File: src/rtl/mem_copy_engine.sv
// Byte-wise memory copy engine: reads one source byte, writes it to the
// destination, repeats for `length` bytes with 8-bit wrapping addresses.
module mem_copy_engine (
    input  logic       sysclk,
    input  logic       rst,
    input  logic       start,
    input  logic       abort,
    input  logic [7:0] src_addr,
    input  logic [7:0] dst_addr,
    input  logic [7:0] length,
    output logic       busy,
    output logic       done,
    output logic       aborted,
    output logic [7:0] progress,
    output logic [7:0] mem_addr,
    output logic [7:0] mem_writeData,
    output logic       mem_write,
    input  logic [7:0] mem_readData
);

    typedef enum logic [1:0] {
        IDLE  = 2'd0,
        READ  = 2'd1,
        WRITE = 2'd2
    } state_t;

    state_t     state;
    state_t     state_nx;

    logic [7:0] src_q;
    logic [7:0] dst_q;
    logic [7:0] len_q;
    logic [7:0] prog_q;
    logic       done_q;
    logic       aborted_q;

    logic [7:0] src_nx;
    logic [7:0] dst_nx;
    logic [7:0] len_nx;
    logic [7:0] prog_nx;
    logic       done_nx;
    logic       aborted_nx;

    logic [7:0] prog_inc;
    logic       last_byte;

    assign prog_inc  = prog_q + 8'd1;
    assign last_byte = (prog_inc == len_q);

    assign progress = prog_q;
    assign done     = done_q;
    assign aborted  = aborted_q;

    // State and captured-parameter registers; reset clears everything at once.
    always_ff @(posedge sysclk or posedge rst) begin
        if (rst) begin
            state     <= IDLE;
            src_q     <= 8'h00;
            dst_q     <= 8'h00;
            len_q     <= 8'h00;
            prog_q    <= 8'h00;
            done_q    <= 1'b0;
            aborted_q <= 1'b0;
        end else begin
            state     <= state_nx;
            src_q     <= src_nx;
            dst_q     <= dst_nx;
            len_q     <= len_nx;
            prog_q    <= prog_nx;
            done_q    <= done_nx;
            aborted_q <= aborted_nx;
        end
    end

    // Next-state and memory-port decode; abort outranks completion.
    always_comb begin
        state_nx      = state;
        src_nx        = src_q;
        dst_nx        = dst_q;
        len_nx        = len_q;
        prog_nx       = prog_q;
        done_nx       = 1'b0;
        aborted_nx    = 1'b0;
        busy          = 1'b0;
        mem_addr      = 8'h00;
        mem_write     = 1'b0;
        mem_writeData = 8'h00;

        unique case (state)
            IDLE: begin
                if (start) begin
                    prog_nx = 8'h00;
                    if (length != 8'd0) begin
                        src_nx   = src_addr;
                        dst_nx   = dst_addr;
                        len_nx   = length;
                        state_nx = READ;
                    end else begin
                        done_nx = 1'b1;
                    end
                end
            end

            READ: begin
                busy     = 1'b1;
                mem_addr = src_q + prog_q;
                if (abort) begin
                    state_nx   = IDLE;
                    aborted_nx = 1'b1;
                end else begin
                    state_nx = WRITE;
                end
            end

            WRITE: begin
                busy          = 1'b1;
                mem_addr      = dst_q + prog_q;
                mem_write     = 1'b1;
                mem_writeData = mem_readData;
                prog_nx       = prog_inc;
                if (abort) begin
                    state_nx   = IDLE;
                    aborted_nx = 1'b1;
                end else if (last_byte) begin
                    state_nx = IDLE;
                    done_nx  = 1'b1;
                end else begin
                    state_nx = READ;
                end
            end

            default: begin
                state_nx = IDLE;
            end
        endcase
    end

endmodule
File: config.mk
export PLATFORM = sky130hd
export DESIGN_NAME = mem_copy_engine
export DESIGN_NICKNAME = d
export VERILOG_FILES = /design/src/rtl/mem_copy_engine.sv
export SDC_FILE = /design/constraint.sdc
export NUM_CORES = 1
export LEC_CHECK = 0
export BUFFER_PORTS_ARGS = -buffer_cell sky130_fd_sc_hd__buf_2
export CORE_ASPECT_RATIO = 1.2
export CORE_MARGIN = 2
export CORE_UTILIZATION = 45
export CTS_CLUSTER_SIZE = 25
export DETAILED_ROUTE_END_ITERATION = 16
export PLACE_DENSITY = 0.73
export SKIP_LAST_GASP = 1
export SLEW_MARGIN = 20
export SYNTH_ARGS = -nofsm -noshare
export SYNTH_HDL_FRONTEND = slang
export SYNTH_SLANG_ARGS = --single-unit
File: constraint.sdc
create_clock -name sysclk -period 3.1 [get_ports sysclk]
set_input_delay 0.465 -clock sysclk [delete_from_list [all_inputs] [get_ports sysclk]]
set_output_delay 0.465 -clock sysclk [all_outputs]
set_load 0.01 [all_outputs]
==> metrics.cfg, run 1 <==
[yosys]
synth_nets=258
yosys.area.top_type=dfrtp_1
syn_area_um2=2230
ys_seq_area_share_pct=40.4
ys_ff_latch=36
yosysTopAreaCellShare_pct=40.4
avgSynthCellArea_um2=10.7
async_flop_share_pct=100
synth_cell_type_count=39
synth_area_leaders=dfrtp_1 40%, mux2_2 15%, ha_1 6.7%
synth-main-ff-cell=dfrtp_1
synth_most_common_cell=dfrtp_1
synthCells=209
synth_common_cells=36 x dfrtp_1, 30 x mux2_2, 14 x nand2_1, 13 x and2_1, 12 x ha_1
synth-warning-count=0
synth_edf_count=0

[layout]
layout.nets=338
diodes=0
area_delta_synth_final_pct=31.4
drive_gt1_share_pct=47.4
fill_cells=411
stdcell_count=349
utilization_pct=60.2

[power]
power_uw=2470
pwr-share-seq_pct=31.9
irDropWorstVdd_mv=0.528
leakagePower_uw=0.00143
p_sw_uw=927
power.density_nw_per_um2=844
switching_share_pct=37.5
power_frac_clock_pct=14.5
pwr-share-comb_pct=53.6
intPower_uw=1550

[route]
routed_wl_mm=5.17
drc_errors=0
vias=1848
top_layer=met4
dr_wl_met2_mm=2.69
wl_met1_mm=2.22
ant_nets=0
drt-vias-per-instance=5.30
post_drt_wl_per_cell_um=14.8
wl_met3_um=221
drtPass1Iterations=4
first_iter_violations=79

[setup_path]
cp_slowest_stage_delay_ns=0.44
cp_data_required_time_ns=2.63
cp.arrival_ns=2.64
crit_type=flop to output pin
crit_chain=ha_4 > buf_4 > buf_8 > mux2_4 > ha_4 > o21ai_0 > nand2b_1 > a21oi_1 > or3_1 > a21boi_1 > buf_2
crit_fanout=6
critPathLaunchType=flop
cpMostUsedCell=ha_4
end_kind=output pin
rrSetupSlack_ns=0.88
crit_slowest_cell=dfrtp_1

[sta]
hold_violations=0
setup_viol=1
max_freq_ghz=0.322
worst_slack_ns=-0.00221
period_minus_slack_ns=3.10
fin_setup_tns_ns=-0.00221
max-slew-margin-rel_pct=56.2
rsz0062_at_grt=true
period_share_pct=100
drv_slew=0
tightest_slew_ns=0.652
final.setup_skew_ns=0.00832

[global_routing]
grt_usage_pct=20.4
grt_start_max_net_pins=37
gr-total-overflow=0
grt_pass1_wl_mm=8.37
grt_pass1_vias=1741
antenna_found_initial=0

[place]
preCtsSetupSlack_ns=0.0921
portBuffers=63
dp_hpwl_mm=3.72
gp_congestion=0.831
dp.cells=330

[floorplan]
coreArea_um2=4870
start_util_pct=45.8
boundaryPins=64
dieArea_um2=5540
row_count=28
fp.dieH_um=81.1
die_w_um=68.3

[clock_tree]
root_buffer=clkbuf_8
cts_buffers=5
clkTransAtPathRegs_ns=0.07
cts_tree=yes
cts.path.max_buffers=2
cts_max_level=2
cts_hold_buf=0
cts_sinks=36
clk_latency_ns=0.28

[job]
drv_cap=0

[worst_hold_path]
hold_class=input pin to asynchronous set/reset pin

[run_status]
failed_checks=negative setup slack
status=finished, violations left

## metal layers
| layer | global-route usage (%) | up-vias |
|---|---|---|
| met3 | 3.88 | 4 |
| li1 | - | 906 |
| met2 | 33.0 | 38 |
| met5 | 0 | - |
| met4 | 7.00 | 0 |
| met1 | 27.2 | 900 |
## metrics by stage
step                      hold slack [ns]  area (um2)
after floorplan                     0.475        2240
after global placement              0.491        2640
after detailed placement            0.498        2640
after CTS                           0.295        2870
after global routing                0.316        2930
final                               0.283        2930
## sequential cells by signal, indices dropped and copies added (netlist names)
signal and flops:
aborted 1, done 1, dst_q 8, len_q 8, progress 8, src_q 8, state 2
## power groups by stage
stage	Clock [uW]	Sequential, uW	Combinational [uW]
2_1_floorplan	0	758	836
3_3_place_gp	0	793	1120
3_5_place_dp	0	797	1140
4_1_cts	367	789	1270
5_1_grt	383	817	1450
6_report	358	790	1330
## cell usage in the layout, fill, tap and decap left out, types with 5 or more instances in the layout
cell type / n
and2_1: 13
nand2_1: 14
a22o_1: 5
inv_1: 6
nand2b_1: 5
dfrtp_1: 36
ha_4: 5
ha_1: 6
xnor2_1: 10
mux2_4: 5
mux2_2: 25
buf_4: 16
o21ai_0: 9
clkbuf_8: 7
mux2i_1: 6
buf_2: 63
## final cells by class
type	instances	area, um2	area share [%]
Clock buffer	7	96.3	3.29
Inverter	8	30.0	1.02
Multi-Input combinational cell	158	1380	47.0
Sequential cell	36	901	30.7
Tap cell	60	75.1	2.56
Timing Repair Buffer	80	450	15.4
## cell families (layout without fill, tap and decap cells)
family / after synthesis / count (layout) / share of synthesized area, %
AO/OA/AOI/OAI: 37 / 37 / 11.0
XOR/XNOR: 14 / 14 / 5.50
adder cells (fa/ha/maj): 13 / 13 / 7.63
buffers and inverters: 15 / 95 / 2.64
flip-flops: 36 / 36 / 40.4
multiplexers: 36 / 36 / 17.8
AND/OR/NAND/NOR: 58 / 58 / 15.0
## worst max-delay path, delay by kind of cell, from the launching register on
kind            cells  cell delay [ns]
compound gates      3             0.28
fa+ha+maj           2             0.50
simple gates        2             0.44
flops               1             0.44
buf+inv             3             0.40
mux                 1             0.31
## final timing paths
check                                         from                       to  cells past startpoint
setup / recovery              state[1]$_DFFE_PP0P_              mem_addr[7]                     11
hold / removal                                 rst     len_q[1]$_DFFE_PP0P_                      3
setup reg to reg           progress[1]$_DFFE_PP0P_           done$_DFF_PP0_                      7
hold reg to reg               src_q[7]$_DFFE_PP0P_     src_q[7]$_DFFE_PP0P_                      1
max in group asynchronous                      rst  progress[1]$_DFFE_PP0P_                      3
min in group sysclk                    dst_addr[5]     dst_q[5]$_DFFE_PP0P_                      2
## timing repair
action                                  in CTS  in global routing
pin swaps                                    5                  8
setup buffers                                7                  5
endpoints found under the setup margin       3                  4
gates resized for setup                     16                  7
Note: power is estimated with default switching activity, not from simulation.
==> inputs of run 2 (changes only) <==
- BUFFER_PORTS_ARGS: -buffer_cell sky130_fd_sc_hd__buf_2 -> -buffer_cell sky130_fd_sc_hd__buf_4
==> metrics.cfg, run 2 (synthesis results as in run 1) <==
[run_status]
status=finished, violations left  ; unchanged
failed_checks=negative setup slack  ; unchanged

[clock_tree]
root_buffer=clkbuf_8  ; unchanged
cts_tree=yes  ; unchanged
cts_hold_buf=0  ; unchanged
cts.path.max_buffers=2  ; unchanged
cts_sinks=36  ; unchanged
clkTransAtPathRegs_ns=0.07  ; about the same
clk_latency_ns=0.28  ; about the same
cts_max_level=2  ; unchanged
cts_buffers=5  ; unchanged

[sta]
max_freq_ghz=0.321  ; was 0.322 GHz
worst_slack_ns=-0.0192  ; was -0.00221 ns
final.setup_skew_ns=0.00379  ; was 0.00832 ns
tightest_slew_ns=0.599  ; was 0.652 ns
fin_setup_tns_ns=-0.0280  ; was -0.00221 ns
period_minus_slack_ns=3.12  ; was 3.10 ns
rsz0062_at_grt=true  ; unchanged
max-slew-margin-rel_pct=59.7  ; was 56.2%
hold_violations=0  ; unchanged
drv_slew=0  ; unchanged
setup_viol=2  ; was 1
period_share_pct=101  ; was 100%

[global_routing]
antenna_found_initial=0  ; unchanged
grt_usage_pct=19.4  ; was 20.4%
grt_pass1_vias=1712  ; was 1741
grt_pass1_wl_mm=8.05  ; was 8.37 mm
grt_start_max_net_pins=37  ; unchanged
gr-total-overflow=0  ; unchanged

[job]
drv_cap=0  ; unchanged

[place]
gp_congestion=0.834  ; was 0.831
preCtsSetupSlack_ns=0.0368  ; was 0.0921 ns
dp_hpwl_mm=3.87  ; was 3.72 mm
portBuffers=63  ; unchanged
dp.cells=331  ; was 330

[route]
routed_wl_mm=5.08  ; was 5.17 mm
ant_nets=0  ; unchanged
drtPass1Iterations=4  ; unchanged
vias=1817  ; was 1848
drt-vias-per-instance=5.28  ; was 5.30
post_drt_wl_per_cell_um=14.8  ; about the same
drc_errors=0  ; unchanged
first_iter_violations=69  ; was 79

[setup_path]
critPathLaunchType=flop  ; unchanged
end_kind=output pin  ; unchanged
r2r_cells=7  ; unchanged
cp.arrival_ns=2.65  ; was 2.64 ns
crit_type=flop to output pin  ; unchanged
crit_chain=inv_2 > ha_4 > mux2_4 > ha_4 > inv_2 > fa_2 > nor2b_2 > o21ai_1 > nand2b_1 > a21o_1 > a21oi_2 > mux2i_1 > buf_4  ; was ha_4 > buf_4 > buf_8 > mux2_4 > ha_4 > o21ai_0 > nand2b_1 > a21oi_1 > or3_1 > a21boi_1 > buf_2
r2r-start=progress[1]$_DFFE_PP0P_  ; unchanged
crit_fanout=6  ; unchanged
reg2reg_to=done$_DFF_PP0_  ; unchanged
cp_slowest_stage_delay_ns=0.40  ; was 0.44 ns
crit_slowest_cell=dfrtp_1  ; unchanged
cp_data_required_time_ns=2.63  ; about the same
crit_family=adder cells  ; unchanged
rrSetupSlack_ns=0.92  ; was 0.88 ns
timing.critical_path.buf_inv=3  ; unchanged

[floorplan]
coreArea_um2=4870  ; unchanged
dieArea_um2=5540  ; unchanged
row_count=28  ; unchanged
die_w_um=68.3  ; unchanged
fp.dieH_um=81.1  ; unchanged
start_util_pct=45.8  ; unchanged
boundaryPins=64  ; unchanged

[layout]
layout_common_cells=74 x buf_4, 36 x dfrtp_1, 28 x mux2_2  ; was 63 x buf_2, 36 x dfrtp_1, 25 x mux2_2
diodes=0  ; unchanged
final_common_cell=buf_4  ; was buf_2
layout.nets=332  ; was 338
area_delta_synth_final_pct=36.7  ; was 31.4%
stdcell_count=344  ; was 349
drive_gt1_share_pct=46.5  ; was 47.4%

[power]
irDropWorstVdd_mv=0.513  ; was 0.528 mV
leakagePower_uw=0.00143  ; about the same
power.density_nw_per_um2=839  ; was 844 nW/um2

[worst_hold_path]
hold_class=input pin to asynchronous set/reset pin  ; unchanged

-- run 2: worst reg2reg max path, cell delays in order (launching register included) --
cell and delay (ns):
dfrtp_1 0.58, ha_1 0.34, nand3_1 0.22, xnor2_1 0.18
o21ai_0 0.14, a21oi_1 0.08, or4_1 0.48, o21ai_1 0.09
-- run 2: stage by stage --
step           util (%)  total power [uW]  hold slack, ns  cell area [um2]
5_1_grt            62.6              2730           0.331             3050
3_5_place_dp       57.5              2030           0.494             2800
2_1_floorplan         -              1590           0.475             2240
6_report           62.6              2560           0.283             3050
3_3_place_gp       57.5              2000           0.493             2800
4_1_cts            61.9              2540           0.304             3010
-- run 2: layer usage --
layer	track usage, %	part of all wire [%]	up-vias	routed length, um
met3	4.29	3.6	8	185
met1	26.0	43	874	2210
li1	-	-	892	-
met5	0	0	-	0
met2	31.3	51	43	2620
met4	5.80	1.4	0	73
-- run 2: power by group --
part           total [uW]  internal, uW  switching [uW]  leakage, uW
clock                 406           239             167    0.0000552
sequential            792           654             138     0.000445
combinational        1360           736             624     0.000929
-- run 2: cell type report --
class	instances	area [um2]
clock buffers	6	72.6
inverters	8	30.0
flip-flops and latches	36	901
well taps	60	75.1
multi-input cells	158	1380
fillers	409	1820
clock inverters	2	35.0
repair buffers	74	556
-- run 2: worst max-delay path by stage --
stage	startpoint	endpoint	slack, ns	cells past startpoint
floorplan	state[0]$_DFFE_PP0P_	mem_addr[6]	0.01	12
global placement	state[0]$_DFFE_PP0P_	mem_addr[6]	0.11	13
detailed placement	state[0]$_DFFE_PP0P_	mem_addr[6]	0.04	13
CTS	state[0]$_DFFE_PP0P_	mem_addr[6]	0.01	13
global route	state[0]$_DFFE_PP0P_	mem_addr[6]	-0.15	13
finish	state[0]$_DFFE_PP0P_	mem_addr[6]	-0.02	13
-- run 2: what timing repair did --
item | 4_1_cts | 5_1_grt
pin swaps | 9 | 10
setup buffers | 4 | 1
gates resized for setup | 16 | 4
endpoints found under the hold margin | 0 | 0
endpoints found under the setup margin | 4 | 4
==> inputs of run 3 (changes only) <==
- CORE_UTILIZATION: 45 -> 38
- PLACE_DENSITY: 0.73 -> 0.66
==> metrics.cfg, run 3 (synthesis results as in run 1) <==
[sta]
fin_setup_tns_ns=-0.0155  ; was -0.0280 ns
max_freq_ghz=0.321  ; about the same
max-slew-margin-rel_pct=54.2  ; was 59.7%
final.setup_skew_ns=0.00523  ; was 0.00379 ns
tightest_slew_ns=0.682  ; was 0.599 ns
whs_ns=0.287  ; was 0.283 ns
drv_slew=0  ; unchanged
period_share_pct=100  ; was 101%
setup_viol=1  ; was 2
worst_slack_ns=-0.0155  ; was -0.0192 ns
period_minus_slack_ns=3.12  ; about the same
rsz0062_at_grt=true  ; unchanged
hold_violations=0  ; unchanged

[global_routing]
grt_pass1_wl_mm=8.78  ; was 8.05 mm
grt_pass1_vias=1822  ; was 1712
grt_usage_pct=17.9  ; was 19.4%
grt_start_max_net_pins=37  ; unchanged
gr-total-overflow=0  ; unchanged
antenna_found_initial=0  ; unchanged

[clock_tree]
cts_hold_buf=0  ; unchanged
cts.path.max_buffers=2  ; unchanged
root_buffer=clkbuf_8  ; unchanged
cts_max_level=2  ; unchanged
clk_latency_ns=0.28  ; about the same
cts_tree=yes  ; unchanged
clkTransAtPathRegs_ns=0.07  ; about the same
cts_buffers=5  ; unchanged
cts_sinks=36  ; unchanged

[setup_path]
cp.arrival_ns=2.65  ; about the same
critPathLaunchType=flop  ; unchanged
rrSetupSlack_ns=0.91  ; was 0.92 ns
end_kind=output pin  ; unchanged
cp_data_required_time_ns=2.63  ; about the same
r2r-start=progress[0]$_DFFE_PP0P_  ; was progress[1]$_DFFE_PP0P_
r2r_cells=7  ; unchanged
reg2reg_to=done$_DFF_PP0_  ; unchanged
crit_type=flop to output pin  ; unchanged
crit_fanout=5  ; was 6

[run_status]
status=finished, violations left  ; unchanged
failed_checks=negative setup slack  ; unchanged

[route]
post_drt_wl_per_cell_um=14.6  ; was 14.8 um
vias=1864  ; was 1817
routed_wl_mm=5.35  ; was 5.08 mm
drt-vias-per-instance=5.09  ; was 5.28
drtPass1Iterations=4  ; unchanged
first_iter_violations=168  ; was 69
drc_errors=0  ; unchanged
ant_nets=0  ; unchanged

[power]
irDropWorstVdd_mv=0.467  ; was 0.513 mV
power_uw=2500  ; was 2560 uW
power.density_nw_per_um2=809  ; was 839 nW/um2
leakagePower_uw=0.00143  ; about the same

[layout]
diodes=0  ; unchanged
final_area_um2=3100  ; was 3050 um2
multi_input_area_um2=1390  ; was 1380 um2
seq_area_um2=901  ; unchanged
layout.nets=334  ; was 332
drive_gt1_share_pct=46.9  ; was 46.5%
fill_cells=502  ; was 409
area_delta_synth_final_pct=38.8  ; was 36.7%
final_common_cell=buf_4  ; unchanged
layout_common_cells=74 x buf_4, 36 x dfrtp_1, 28 x mux2_2  ; unchanged
stdcell_count=366  ; was 344

[worst_hold_path]
hold_class=input pin to asynchronous set/reset pin  ; unchanged

[place]
dp.cells=350  ; was 331
placed_cell_area_um2=2820  ; was 2800 um2
gp_congestion=0.869  ; was 0.834
dp_hpwl_mm=3.92  ; was 3.87 mm
portBuffers=63  ; unchanged

[floorplan]
row_count=30  ; was 28
coreArea_um2=5670  ; was 4870 um2
fp.dieH_um=87.9  ; was 81.1 um
start_util_pct=39.4  ; was 45.8%
dieArea_um2=6500  ; was 5540 um2
boundaryPins=64  ; unchanged
die_w_um=73.9  ; was 68.3 um

[job]
drv_cap=0  ; unchanged

## run 3: critical path, stage by stage, from the launching register on
cell and delay (ns):
dfrtp_1 0.39, inv_2 0.09, ha_4 0.19, buf_4 0.13, mux2_2 0.34, ha_4 0.28
inv_1 0.05, o21bai_2 0.18, nor4_2 0.08, or3_1 0.34, a21boi_1 0.17, buf_4 0.14
## run 3: layout make-up
class	count	area share, %
timing repair buffer	76	18.8
clock inverter	2	0.323
clock buffer	6	2.67
tap	80	3.23
sequential	36	29.1
inverter	8	0.970
multi-input combinational	158	44.9
## run 3: power breakdown
part	total, uW	switching [uW]	internal [uW]
Sequential	785	131	654
Combinational	1370	624	748
Clock	346	169	177
## run 3: worst max path at each step
| stage | cells past startpoint | endpoint | slack, ns | from |
|---|---|---|---|---|
| after global routing | 11 | mem_addr[7] | -0.16 | state[0]$_DFFE_PP0P_ |
| after floorplan | 12 | mem_addr[6] | 0.01 | state[0]$_DFFE_PP0P_ |
| after detailed placement | 11 | mem_addr[7] | 0.03 | state[0]$_DFFE_PP0P_ |
| after global placement | 13 | mem_addr[6] | 0.07 | state[0]$_DFFE_PP0P_ |
| final | 11 | mem_addr[7] | -0.02 | state[0]$_DFFE_PP0P_ |
| after CTS | 13 | mem_addr[6] | 0.005 | state[0]$_DFFE_PP0P_ |
## run 3: routing by layer
layer / vias up / share of wire, % / global-route usage [%]
met5: - / 0 / 0
met4: 0 / 1.8 / 6.61
met3: 11 / 6.4 / 4.26
met2: 69 / 48 / 29.4
met1: 889 / 44 / 22.8
li1: 895 / - / -
## run 3: repair_timing
item                                    CTS  global route
cloned                                    0             0
endpoints found under the setup margin    4             4
pin swaps                                 9             7
resized for setup                        20             2
buffers inserted                          7             1
## run 3: stage by stage
step | util, % | worst slack, ns
after floorplan | - | 0.0140
after global placement | 49.7 | 0.0719
after detailed placement | 49.7 | 0.0313
after CTS | 54.3 | 0.00531
after global routing | 54.6 | -0.160
final | 54.6 | -0.0155
